[src/rtl/arb_pkg.sv]
`default_nettype none
// ==== arb_pkg : shared types and constants for arb_pkt_mux (rev 1.0) ====
package arb_pkg;

  typedef enum logic [0:0] {
    IDLE   = 1'b0,
    LOCKED = 1'b1
  } state_t;

  localparam int CNT_W = 16;

endpackage
`default_nettype wire

[src/rtl/arbiter.sv]
`default_nettype none
// ==== arbiter : combinational fixed-priority arbiter, lowest index wins (rev 1.0) ====
module arbiter #(
  parameter int NUM_PORTS = 4
) (
  input  logic [NUM_PORTS-1:0] req_i,
  output logic [NUM_PORTS-1:0] gnt_o
);

  // Isolate the lowest set bit: req & -req
  assign gnt_o = req_i & (~req_i + {{(NUM_PORTS-1){1'b0}}, 1'b1});

endmodule
`default_nettype wire

[src/rtl/arb_pkt_mux.sv]
`default_nettype none
// ==== arb_pkt_mux : packet-locked fixed-priority N:1 beat mux with registered output (rev 1.0) ====
module arb_pkt_mux
  import arb_pkg::*;
#(
  parameter int NUM_PORTS = 4,
  parameter int DATA_W    = 8
) (
  input  logic                        clk,
  input  logic                        rst,
  input  logic [NUM_PORTS-1:0]        in_valid,
  input  logic [NUM_PORTS*DATA_W-1:0] in_data,
  input  logic [NUM_PORTS-1:0]        in_last,
  output logic [NUM_PORTS-1:0]        in_ready,
  output logic                        out_valid,
  output logic [DATA_W-1:0]           out_data,
  output logic                        out_last,
  input  logic                        out_ready,
  output logic [NUM_PORTS-1:0]        gnt_o,
  output logic [CNT_W-1:0]            pkt_cnt
);

  state_t                 r_state;
  logic [NUM_PORTS-1:0]   r_gnt;
  logic                   r_out_valid;
  logic [DATA_W-1:0]      r_out_data;
  logic                   r_out_last;
  logic [CNT_W-1:0]       r_pkt_cnt;

  logic [NUM_PORTS-1:0]   w_arb_gnt;
  logic                   w_out_free;
  logic                   w_xfer;
  logic [DATA_W-1:0]      w_mux_data;
  logic                   w_mux_last;
  logic [DATA_W-1:0]      w_masked [NUM_PORTS];

  arbiter #(
    .NUM_PORTS (NUM_PORTS)
  ) u_arbiter (
    .req_i (in_valid),
    .gnt_o (w_arb_gnt)
  );

  assign w_out_free = ~r_out_valid | out_ready;
  assign in_ready   = (r_state == LOCKED) ? (r_gnt & {NUM_PORTS{w_out_free}}) : '0;
  assign w_xfer     = |(in_valid & in_ready);

  // Owner is one-hot, so masking each lane and OR-ing selects it directly
  for (genvar i = 0; i < NUM_PORTS; i++) begin : g_mux
    assign w_masked[i] = in_data[i*DATA_W +: DATA_W] & {DATA_W{r_gnt[i]}};
  end

  always_comb begin
    w_mux_data = '0;
    for (int i = 0; i < NUM_PORTS; i++) begin
      w_mux_data = w_mux_data | w_masked[i];
    end
  end

  assign w_mux_last = |(in_last & r_gnt);

  always_ff @(posedge clk or posedge rst) begin
    if (rst) begin
      r_state   <= IDLE;
      r_gnt     <= '0;
      r_pkt_cnt <= '0;
    end else begin
      case (r_state)
        IDLE: begin
          if (|in_valid) begin
            r_gnt   <= w_arb_gnt;
            r_state <= LOCKED;
          end
        end
        LOCKED: begin
          if (w_xfer && w_mux_last) begin
            r_gnt     <= '0;
            r_state   <= IDLE;
            r_pkt_cnt <= r_pkt_cnt + 1'b1;
          end
        end
        default: begin
          r_gnt   <= '0;
          r_state <= IDLE;
        end
      endcase
    end
  end

  always_ff @(posedge clk or posedge rst) begin
    if (rst) begin
      r_out_valid <= 1'b0;
      r_out_data  <= '0;
      r_out_last  <= 1'b0;
    end else if (w_xfer) begin
      r_out_valid <= 1'b1;
      r_out_data  <= w_mux_data;
      r_out_last  <= w_mux_last;
    end else if (out_ready) begin
      r_out_valid <= 1'b0;
    end
  end

  assign out_valid = r_out_valid;
  assign out_data  = r_out_data;
  assign out_last  = r_out_last;
  assign gnt_o     = r_gnt;
  assign pkt_cnt   = r_pkt_cnt;

endmodule
`default_nettype wire

[config.mk]
export PLATFORM = sky130hd
export DESIGN_NAME = arb_pkt_mux
export DESIGN_NICKNAME = d
export VERILOG_FILES = /design/src/rtl/arb_pkg.sv /design/src/rtl/arbiter.sv /design/src/rtl/arb_pkt_mux.sv
export SDC_FILE = /design/constraint.sdc
export NUM_CORES = 1
export LEC_CHECK = 0
export CAP_MARGIN = 20
export CELL_PAD_IN_SITES_DETAIL_PLACEMENT = 0
export CELL_PAD_IN_SITES_GLOBAL_PLACEMENT = 1
export CORE_ASPECT_RATIO = 1.5
export CORE_MARGIN = 5
export CORE_UTILIZATION = 29
export DETAILED_ROUTE_END_ITERATION = 12
export GPL_TIMING_DRIVEN = 1
export PLACE_DENSITY_LB_ADDON = 0.25
export SLEW_MARGIN = 10
export SYNTH_ARGS = -nofsm -noshare
export SYNTH_HDL_FRONTEND = slang
export SYNTH_SLANG_ARGS = --single-unit
export TNS_END_PERCENT = 30
[constraint.sdc]
create_clock -name clk -period 1.95 [get_ports clk]
set_input_delay 0.4875 -clock clk [delete_from_list [all_inputs] [get_ports clk]]
set_output_delay 0.4875 -clock clk [all_outputs]
set_load 0.005 [all_outputs]
==> impl_metrics.ini <==
[status]
status = finished clean

[worst_setup_path]
critPathKind = in -> out
crit_required_ns = 1.46
crit_chain = clkdlybuf4s50_1 -> nand2b_4 -> and3_1 -> clkdlybuf4s15_1
r2r_slack_ns = 0.31
slowest_stage = clkdlybuf4s50_1
arrival_ns = 1.42
critical_path.endpoint_type = output pin
crit_fanout = 5
cp-start-kind = input pin
r2r_end = pkt_cnt[8]$_DFFE_PP0P_
r2r-start = gnt_o[2]$_DFFE_PP0P_
cpPeakStageDelay_ns = 0.45
reg2reg_depth = 4

[timing]
period_minus_slack_ns = 1.91
finalSetupViolCount = 0
maxSlewHeadroom_pct = 73.7
maxSlewViolCount = 0
clock_skew_ns = 0.00327
max_clock_freq_mhz = 523
rsz0062_at_grt = false
finalCritPeriodShare_pct = 98.1
finalHoldViolations = 0
tightest_slew_ns = 0.394

[global_routing]
antenna_found_initial = 0
grt_pass1_wl_um = 7760
track_usage_pct = 14.0
grt_max_degree = 32
grt_pass1_vias = 1590
grt_overflow = 0

[drt]
vias = 1535
first_pass_iters = 4
ant_nets = 0
drc = 0
wl_um = 4690
drt-initial-drc-count = 74
vias_per_cell = 4.87
avgRoutedWirePerCell_um = 14.9

[hold_path]
hp-class = reg -> reg
holdPathStages = 1
hp-start = pkt_cnt[15]$_DFFE_PP0P_
min_to = pkt_cnt[15]$_DFFE_PP0P_

[final_layout]
final_cells = 315
nets = 290
syn_to_final_growth_pct = 66.1
diodes = 0
final_common_cell = clkdlybuf4s50_1
drive_above_1_share_pct = 14.2
final_cell_mix = clkdlybuf4s50_1, dfrtp_1, a22oi_1, buf_4, nor2_1
final_util_pct = 50.0

[synthesis]
synthTopCellsByArea = dfrtp_1, a22oi_1, xnor2_1
synth_top_area_cell = dfrtp_1
syn_nets = 196
synth_warnings = 0
async_flop_share_pct = 100
syn-cell-area_sq_um = 1570
synth-edff-count = 0
syn_area_per_cell_sq_um = 10.3
ys_ff_latch = 31
netlist-cell-type-count = 34
yosysSeqAreaShare_pct = 49.6
yosysTopAreaCellShare_pct = 49.6
synth-main-ff-cell = dfrtp_1
syn-instance-count = 152

[cts]
clkLatencyLatePin_ns = 0.28
cts_tree = built
clk_root_buffer_cell = clkbuf_8
htree_levels = 2
post_cts_buffers = 0
cts_inserted_buffers = 5
clock_sinks = 31
cts.path.max_buffers = 2
clk_pin_slew_ns = 0.06

[floorplan]
die_h_um = 100
die_w_um = 70.0
start_util_pct = 30.1
rows = 32
die-area_sq_um = 7000
pin_count = 77
coreArea_sq_um = 5200

[power]
p_leak_nw = 1.06
vdd_drop_max_mv = 0.664
p_per_area_nw_per_um2 = 1090

[place]
hpwl_um = 3610
portBuffers = 76
dpl.cell_count = 307
globalplace.congestion = 0.798

[flow_run]
cap_violations = 0
-- per-layer routing --
layer	global-route usage [%]	wire, um
met5	0	0
met4	5.31	77
met3	4.21	301
met2	23.5	2380
met1	16.8	1940
-- cells by family (layout without fill, tap and decap cells) --
family	Yosys count	in the layout	share of synthesized area, %
simple gates	53	53	17.5
compound gates	41	41	19.5
flops	31	31	49.6
xor+xnor	15	15	8.87
buf+inv	10	105	3.04
fa+ha+maj	1	1	0.799
mux	1	1	0.719
-- how the worst max path moves through the flow --
stage	from	to	slack (ns)
6_report	out_ready	in_ready[0]	0.04
5_1_grt	out_ready	in_ready[0]	0.005
4_1_cts	out_ready	in_ready[3]	0.02
3_5_place_dp	out_ready	in_ready[3]	-0.35
3_3_place_gp	out_ready	in_ready[2]	-0.32
2_1_floorplan	out_ready	pkt_cnt[8]$_DFFE_PP0P_	0.33
-- timing repair --
action	in CTS	in global routing
endpoints found under the setup margin	4	3
hold buffers	0	0
gates resized for setup	10	3
-- final cells by class --
| type | instances | area (sq um) |
|---|---|---|
| fillers | 494 | 2610 |
| repair buffers | 95 | 901 |
| flip-flops and latches | 31 | 776 |
| multi-input cells | 111 | 749 |
| well taps | 68 | 85.1 |
| clock buffers | 7 | 76.3 |
| inverters | 2 | 7.51 |
| clock inverters | 1 | 5.00 |
-- synth_stat cells (3+ instances only) --
| library cell | instances |
|---|---|
| a21oi_1 | 3 |
| xnor2_1 | 12 |
| dfrtp_1 | 31 |
| nor3_1 | 4 |
| nand2_1 | 8 |
| nand3_1 | 8 |
| and3_1 | 5 |
| a22oi_1 | 19 |
| clkbuf_1 | 5 |
| a31oi_1 | 8 |
| o21ai_1 | 4 |
| nor2_1 | 13 |
| nand4_1 | 7 |
-- registers in the layout (all words and copies together), names as in the netlist --
signal	count
gnt_o	4
out_data	8
out_last	1
out_valid	1
pkt_cnt	16
r_state	1
-- through the flow --
step	cell area, sq um	setup WS (ns)	power (mW)	setup TNS, ns	hold WS, ns
after floorplan	1570	0.329	1.62	0	0.468
after global placement	2530	-0.323	2.39	-2.56	0.461
after detailed placement	2530	-0.348	2.41	-3.62	0.463
after CTS	2620	0.0152	2.90	0	0.476
after global routing	2600	0.00458	3.04	0	0.498
final	2600	0.0375	2.84	0	0.469
-- critical path, delay by kind of cell --
kind	cells	cell delay [ns]
buffers and inverters	2	0.65
AND/OR/NAND/NOR	2	0.28
-- power breakdown --
group	leakage, nW	internal (mW)	total [mW]	switching, mW
sequential	0.398	0.823	1.00	0.179
combinational	0.625	0.794	1.36	0.566
clock	0.0422	0.250	0.474	0.224
(Power assumes the default switching activity.)
